$ cat src/rtl/kuznechik_pkg.sv
// Shared types and constants for the Kuznechik round-key scheduler.
package kuznechik_pkg;

  localparam int NKEYS_DEF = 10;
  localparam int KEY_W     = 128;
  localparam int PAIR_W    = 256;

  typedef enum logic [2:0] {
    ST_IDLE  = 3'd0,
    ST_GEN   = 3'd1,
    ST_LOAD  = 3'd2,
    ST_READY = 3'd3,
    ST_BUSY  = 3'd4
  } sched_state_e;

  // Address width for an n-entry key buffer, never narrower than one bit.
  function automatic int addr_w(input int n);
    return (n > 1) ? $clog2(n) : 1;
  endfunction

endpackage

$ cat src/rtl/kuznechik_key_buf.sv
// NKEYS x 128 round-key register file: one pair-write port, one read port.
// The read port sees a pair being written in the same cycle.
module kuznechik_key_buf
  import kuznechik_pkg::*;
#(
  parameter int NKEYS = NKEYS_DEF,
  parameter int AW    = addr_w(NKEYS)
) (
  input  logic              clk,
  input  logic              wr_en,
  input  logic [AW-1:0]     wr_idx,
  input  logic [PAIR_W-1:0] wr_pair,
  input  logic [AW-1:0]     rd_idx,
  output logic [KEY_W-1:0]  rd_key
);

  logic [KEY_W-1:0] mem_q [NKEYS];
  logic [AW-1:0]    wr_idx_lo;

  assign wr_idx_lo = wr_idx + AW'(1);

  // Key storage; contents survive reset on purpose.
  always_ff @(posedge clk) begin
    if (wr_en) begin
      mem_q[wr_idx]    <= wr_pair[PAIR_W-1:KEY_W];
      mem_q[wr_idx_lo] <= wr_pair[KEY_W-1:0];
    end
  end

  // Read with write-through bypass.
  always_comb begin
    if (wr_en && (rd_idx == wr_idx)) begin
      rd_key = wr_pair[PAIR_W-1:KEY_W];
    end else if (wr_en && (rd_idx == wr_idx_lo)) begin
      rd_key = wr_pair[KEY_W-1:0];
    end else begin
      rd_key = mem_q[rd_idx];
    end
  end

endmodule

$ cat src/rtl/kuznechik_key_sched.sv
// Kuznechik round-key scheduler: collects key pairs, loads them into the cipher core, gates blocks.
// Optional KUZ_SCHED_KEYCHECK_EN flags a malformed keygen sequence on err.
module kuznechik_key_sched
  import kuznechik_pkg::*;
#(
  parameter int NKEYS = NKEYS_DEF,
  parameter int CNT_W = 4
) (
  input  logic              clk,
  input  logic              rst,
  input  logic              start,
  output logic              kg_en,
  input  logic              kg_pair_valid,
  input  logic [PAIR_W-1:0] kg_pair,
  input  logic              kg_done,
  output logic              enc_keyset,
  output logic              enc_key_valid,
  output logic [KEY_W-1:0]  enc_round_key,
  output logic              enc_put,
  input  logic              enc_ready,
  input  logic              blk_valid,
  output logic              blk_ready,
  output logic              blk_done,
  output logic              keys_loaded,
  output logic              err
);

  localparam int              AW       = addr_w(NKEYS);
  localparam logic [CNT_W:0]  IDX_FULL = (CNT_W+1)'(NKEYS);
  localparam logic [CNT_W-1:0] RD_LAST = CNT_W'(NKEYS - 1);

  sched_state_e     state_q, state_d;
  logic [CNT_W:0]   idx_q, idx_d, idx_nx_s;
  logic [CNT_W-1:0] rd_q, rd_d, rd_next_s;
  logic             pend_q, pend_d, err_q, err_d;
  logic             kg_en_q, kg_en_d, keyset_q, keyset_d, key_vld_q, key_vld_d;
  logic [KEY_W-1:0] key_q, key_d, rd_key_s;
  logic             put_q, put_d, blk_ready_q, blk_ready_d, loaded_q, loaded_d;
  logic             wr_en_s, chk_fail_s;
  logic [AW-1:0]    rd_idx_s;

  assign rd_next_s = rd_q + CNT_W'(1);
  // The key for the next LOAD cycle is fetched one cycle ahead so the output is a register.
  assign rd_idx_s  = (state_q == ST_LOAD) ? rd_next_s[AW-1:0] : '0;

  kuznechik_key_buf #(.NKEYS(NKEYS), .AW(AW)) u_buf (
    .clk    (clk),
    .wr_en  (wr_en_s),
    .wr_idx (idx_q[AW-1:0]),
    .wr_pair(kg_pair),
    .rd_idx (rd_idx_s),
    .rd_key (rd_key_s)
  );

  // Next-state and datapath decisions.
  always_comb begin
    state_d    = state_q;
    idx_d      = idx_q;
    rd_d       = rd_q;
    pend_d     = pend_q;
    err_d      = err_q;
    key_vld_d  = 1'b0;
    key_d      = '0;
    put_d      = 1'b0;
    wr_en_s    = 1'b0;
    idx_nx_s   = idx_q;
    chk_fail_s = 1'b0;
    case (state_q)
      ST_IDLE: begin
        if (start) begin
          state_d = ST_GEN;
          idx_d   = '0;
          err_d   = 1'b0;
        end else begin
          state_d = ST_IDLE;
        end
      end
      ST_GEN: begin
        if (kg_pair_valid && (idx_q != IDX_FULL)) begin
          wr_en_s  = 1'b1;
          idx_nx_s = idx_q + (CNT_W+1)'(2);
        end else begin
          idx_nx_s = idx_q;
        end
        idx_d = idx_nx_s;
`ifdef KUZ_SCHED_KEYCHECK_EN
        chk_fail_s = (kg_pair_valid && (idx_q == IDX_FULL)) || (kg_done && (idx_nx_s != IDX_FULL));
`else
        chk_fail_s = 1'b0;
`endif
        if (chk_fail_s) begin
          state_d = ST_IDLE;
          err_d   = 1'b1;
        end else if (kg_done) begin
          state_d   = ST_LOAD;
          rd_d      = '0;
          key_vld_d = 1'b1;
          key_d     = rd_key_s;
        end else begin
          state_d = ST_GEN;
        end
      end
      ST_LOAD: begin
        if (rd_q == RD_LAST) begin
          state_d = ST_READY;
        end else begin
          rd_d      = rd_next_s;
          key_vld_d = 1'b1;
          key_d     = rd_key_s;
        end
      end
      ST_READY: begin
        if (start) begin
          state_d = ST_GEN;
          idx_d   = '0;
          err_d   = 1'b0;
        end else if (blk_valid) begin
          state_d = ST_BUSY;
          put_d   = 1'b1;
        end else begin
          state_d = ST_READY;
        end
      end
      ST_BUSY: begin
        if (enc_ready && (start || pend_q)) begin
          state_d = ST_GEN;
          idx_d   = '0;
          pend_d  = 1'b0;
          err_d   = 1'b0;
        end else if (enc_ready) begin
          state_d = ST_READY;
          pend_d  = 1'b0;
        end else begin
          pend_d = pend_q | start;
        end
      end
      default: begin
        state_d = ST_IDLE;
      end
    endcase
  end

  // Status outputs follow the state being entered.
  always_comb begin
    kg_en_d     = (state_d == ST_GEN);
    keyset_d    = (state_d == ST_GEN) || (state_d == ST_LOAD);
    blk_ready_d = (state_d == ST_READY);
    loaded_d    = (state_d == ST_READY) || (state_d == ST_BUSY);
  end

  // State and output registers.
  always_ff @(posedge clk or posedge rst) begin
    if (rst) begin
      state_q     <= ST_IDLE;
      idx_q       <= '0;
      rd_q        <= '0;
      pend_q      <= 1'b0;
      err_q       <= 1'b0;
      kg_en_q     <= 1'b0;
      keyset_q    <= 1'b0;
      key_vld_q   <= 1'b0;
      key_q       <= '0;
      put_q       <= 1'b0;
      blk_ready_q <= 1'b0;
      loaded_q    <= 1'b0;
    end else begin
      state_q     <= state_d;
      idx_q       <= idx_d;
      rd_q        <= rd_d;
      pend_q      <= pend_d;
      err_q       <= err_d;
      kg_en_q     <= kg_en_d;
      keyset_q    <= keyset_d;
      key_vld_q   <= key_vld_d;
      key_q       <= key_d;
      put_q       <= put_d;
      blk_ready_q <= blk_ready_d;
      loaded_q    <= loaded_d;
    end
  end

  assign kg_en         = kg_en_q;
  assign enc_keyset    = keyset_q;
  assign enc_key_valid = key_vld_q;
  assign enc_round_key = key_q;
  assign enc_put       = put_q;
  assign blk_ready     = blk_ready_q;
  assign keys_loaded   = loaded_q;
  assign err           = err_q;
  assign blk_done      = (state_q == ST_BUSY) && enc_ready;

endmodule
$ cat config.mk
export PLATFORM = sky130hd
export DESIGN_NAME = kuznechik_key_sched
export DESIGN_NICKNAME = d
export VERILOG_FILES = /design/src/rtl/kuznechik_pkg.sv /design/src/rtl/kuznechik_key_buf.sv /design/src/rtl/kuznechik_key_sched.sv
export SDC_FILE = /design/constraint.sdc
export NUM_CORES = 2
export LEC_CHECK = 0
export CAP_MARGIN = 20
export CORE_MARGIN = 2
export CORE_UTILIZATION = 57
export CTS_BUF_LIST = sky130_fd_sc_hd__clkbuf_8
export CTS_CLUSTER_SIZE = 10
export DETAILED_ROUTE_END_ITERATION = 16
export PLACE_DENSITY = 0.87
export SETUP_SLACK_MARGIN = 0.5
export SYNTH_ARGS = -nofsm -noshare
export SYNTH_HDL_FRONTEND = slang
export SYNTH_HIERARCHICAL = 1
export SYNTH_SLANG_ARGS = --single-unit
$ cat constraint.sdc
create_clock -name clk -period 12.4 [get_ports clk]
set_clock_uncertainty 0.15 [all_clocks]
set_input_delay 1.86 -clock clk [delete_from_list [all_inputs] [get_ports clk]]
set_output_delay 1.86 -clock clk [all_outputs]
set_load 0.05 [all_outputs]
==> impl_metrics.json <==
{
  "ys_ff_latch": 1426,
  "fin_crit_sh_pct": 51.16,
  "viasPerCell": 6.446,
  "layout-drive-gt1-share_pct": 31.22,
  "hp-class": "reg2reg",
  "first_pass_iters": 5,
  "grt_pass1_wl_um": 293500,
  "powerDensity_mw_per_mm2": 172.1,
  "die_w_um": 364.2,
  "synth.distinct_cells": 58,
  "finalSetupTns_ns": 0,
  "wirelength_um": 199900,
  "min_delay_path_depth": 1,
  "setup_ws_ns": 6.056,
  "nFillCells": 9056,
  "std_cell_rows": 132,
  "synth_async_sr_flop_share_pct": 10.24,
  "reg2regPathDepth": 11,
  "relSlewSlack_pct": -950.4,
  "cts_buffers": 225,
  "slowest_stage": "buf_4",
  "arrival_ns": 6.75,
  "ir_drop_uv": 257.2,
  "layout.nets": 5344,
  "dp_slack_ns": 5.235,
  "post_cts_resized": 0,
  "clkTransAtPathRegs_ns": 0.06,
  "grt_overflow": 0,
  "path_common_cell": "buf_4",
  "avgSynthCellArea_um2": 14.80,
  "slew_viol_final": 650,
  "cap_violations": 0,
  "min_period_ns": 6.344,
  "fmax_ghz": 0.1576,
  "status": "finished with violations",
  "ios": 399,
  "cp_num_buf_inv": 4,
  "yosys_warnings": 6,
  "slowest_delay_ns": 0.90,
  "drc": 0,
  "num_vias": 45418,
  "synthCells": 4997,
  "synthFlopType": "edfxtp_1",
  "wl_per_cell_um": 28.37,
  "crit_family": "buffers and inverters",
  "crit_path_end_kind": "register",
  "crit_chain": "clkdlybuf4s50_1 -> inv_1 -> nor3_2 -> nand2_1 -> nor2_8 -> a21o_4 -> buf_4 -> buf_4",
  "path_class": "in2reg",
  "drt_iter0_drc": 5075,
  "antenna_found_initial": 47,
  "dpl.hpwl_um": 103400,
  "clk_path_buf_depth": 3,
  "start_kind": "primary input",
  "post_cts.repair.setup_buffers": 0,
  "grt_pass1_vias": 46125,
  "cts_tree": "yes",
  "required_ns": 12.80,
  "dpl_cell_area_mm2": 0.07739,
  "yosysSeqAreaShare_pct": 56.90,
  "hold_violations": 0,
  "cts_htree_levels": 4,
  "clock-root-buffer": "clkbuf_8",
  "core_area_mm2": 0.1292,
  "cts.sinks": 1426,
  "grtUsageTotal_pct": 29.65,
  "detail-route-antenna-nets": 0,
  "final_core_util_pct": 63.49,
  "port-buffer-count": 397,
  "postLayoutCellArea_mm2": 0.08199,
  "grt_setup_unrepaired": "false",
  "synth-edff-count": 1280,
  "worst_skew_pair.late_latency_ns": 0.97,
  "dieArea_mm2": 0.1327,
  "place_congestion": 0.7924,
  "setup_viol": 0,
  "path_depth": 8,
  "p_leak_nw": 27.21,
  "hold_buffers": 0,
  "worstPathMaxFanout": 52,
  "synth_area_mm2": 0.07397,
  "grt_max_degree": 130,
  "start_util_pct": 57.28,
  "violations": "slew limit",
  "dieHeight_um": 364.2,
  "max_slew.worst_pin.slew_ns": 15.76,
  "syn_to_final_growth_pct": 10.84
}
-- final timing paths --
| kind | from | endpoint | slack (ns) |
|---|---|---|---|
| worst max-delay path | kg_pair_valid | u_buf/mem_q[1][60] | 6.06 |
| worst min-delay path | rd_q[3] | rd_q[3] | 0.40 |
| worst max register to register | state_q[2] | enc_round_key[21] | 6.37 |
| worst min register to register | rd_q[3] | rd_q[3] | 0.40 |
| max in group asynchronous | rst | enc_round_key[97] | 9.33 |
| min in group asynchronous | rst | enc_round_key[26] | 1.27 |
-- per-layer routing --
| layer | share of wire (%) | track usage [%] |
|---|---|---|
| met5 | 0.11 | 0 |
| met4 | 3.1 | 11.85 |
| met3 | 11 | 8.094 |
| met2 | 48 | 47.22 |
| met1 | 38 | 38.58 |
-- cell usage in the layout (no fill, tap or decap), drive strengths merged, types with 58 or more instances in the layout --
master,n
a21oi,134
nor2b,134
inv,121
buf,58
a31oi,129
nor2,151
edfxtp,1280
clkbuf,265
mux2i,641
clkdlybuf4s50,397
mux2,1285
dfrtp,146
o22ai,128
a22oi,257
-- report_power, final --
part / total, mW / switching (mW) / internal, mW
logic: 4.18 / 2.55 / 1.64
registers: 5.95 / 0.180 / 5.77
clock network: 3.99 / 1.91 / 2.07
total: 14.1 / 4.64 / 9.48
-- registers in the layout, summed over array words and instances, names as in the netlist --
| register | count |
|---|---|
| enc_put | 1 |
| blk_ready | 1 |
| enc_keyset | 1 |
| pend_q | 1 |
| kg_en | 1 |
| enc_key_valid | 1 |
| rd_q | 4 |
| state_q | 3 |
| idx_q | 4 |
| enc_round_key | 128 |
| keys_loaded | 1 |
| u_buf/mem_q | 1280 |
-- metrics by stage --
| stage | std cells | power [mW] | hold slack, ns |
|---|---|---|---|
| CTS | 7014 | 14.04 | 0.3951 |
| finish | 7046 | 14.12 | 0.3965 |
| global placement | 6588 | 9.984 | 0.3653 |
| floorplan | 5006 | 8.931 | 0.3345 |
| global route | 7037 | 14.59 | 0.4099 |
| detailed placement | 6588 | 10.09 | 0.3844 |
-- synthesized netlist by cell type, types with 4 or more instances --
cell | instances | share of area (%)
a21oi_1 | 133 | 0.90
mux2_2 | 933 | 14
dfrtp_1 | 146 | 4.9
nand2_1 | 11 | 0.056
mux2_4 | 311 | 6.3
clkbuf_1 | 356 | 1.8
nor2_1 | 146 | 0.74
xnor2_1 | 5 | 0.059
and2_1 | 4 | 0.034
nor2_8 | 4 | 0.11
buf_12 | 44 | 1.2
mux2_1 | 41 | 0.62
nor2b_1 | 134 | 1.1
edfxtp_1 | 1280 | 52
a22oi_1 | 256 | 2.6
nand3_1 | 7 | 0.047
buf_2 | 128 | 0.87
buf_6 | 10 | 0.15
inv_1 | 11 | 0.056
a31oi_1 | 129 | 1.1
a21o_1 | 7 | 0.071
buf_4 | 52 | 0.53
o21ai_0 | 6 | 0.041
o22ai_1 | 128 | 1.1
mux2i_1 | 641 | 8.7
buf_1 | 24 | 0.12
ha_1 | 8 | 0.14
xor2_1 | 4 | 0.047
-- cell families (layout without fill, tap and decap cells) --
kind of cell             Yosys count  count (layout)  synth area share (%)
adder cells (fa/ha/maj)            8               8                0.1353
AO/OA/AOI/OAI                    675             675                 5.969
XOR/XNOR                           9               9                0.1066
multiplexers                    1926            1926                 29.81
buffers and inverters            628             894                 4.738
AND/OR/NAND/NOR                  324             324                 2.334
other                              1              42              0.005069
flip-flops                      1426            1426                 56.90
-- worst register-to-register path, stage by stage (launching register included) --
cell and delay, ns:
dfrtp_1 0.51, or3b_4 0.51, nor2_4 0.13, buf_12 0.69
xor2_1 0.23, nor2_1 0.07, nand4_1 0.13, buf_4 0.65
and2_4 1.18, buf_4 1.13, a21oi_1 0.27, nor2b_1 0.21
-- layout make-up --
type / count / area, µm² / area share (%)
sequential: 1426 / 42090 / 51.33
inverter: 13 / 63.81 / 0.07782
multi-input combinational: 2952 / 28570 / 34.84
timing repair buffer: 455 / 4484 / 5.469
clock inverter: 161 / 882.1 / 1.076
clock buffer: 265 / 3647 / 4.448
antenna: 32 / 80.08 / 0.09766
tap: 1742 / 2180 / 2.658
Note: power is estimated with default switching activity, not from simulation.
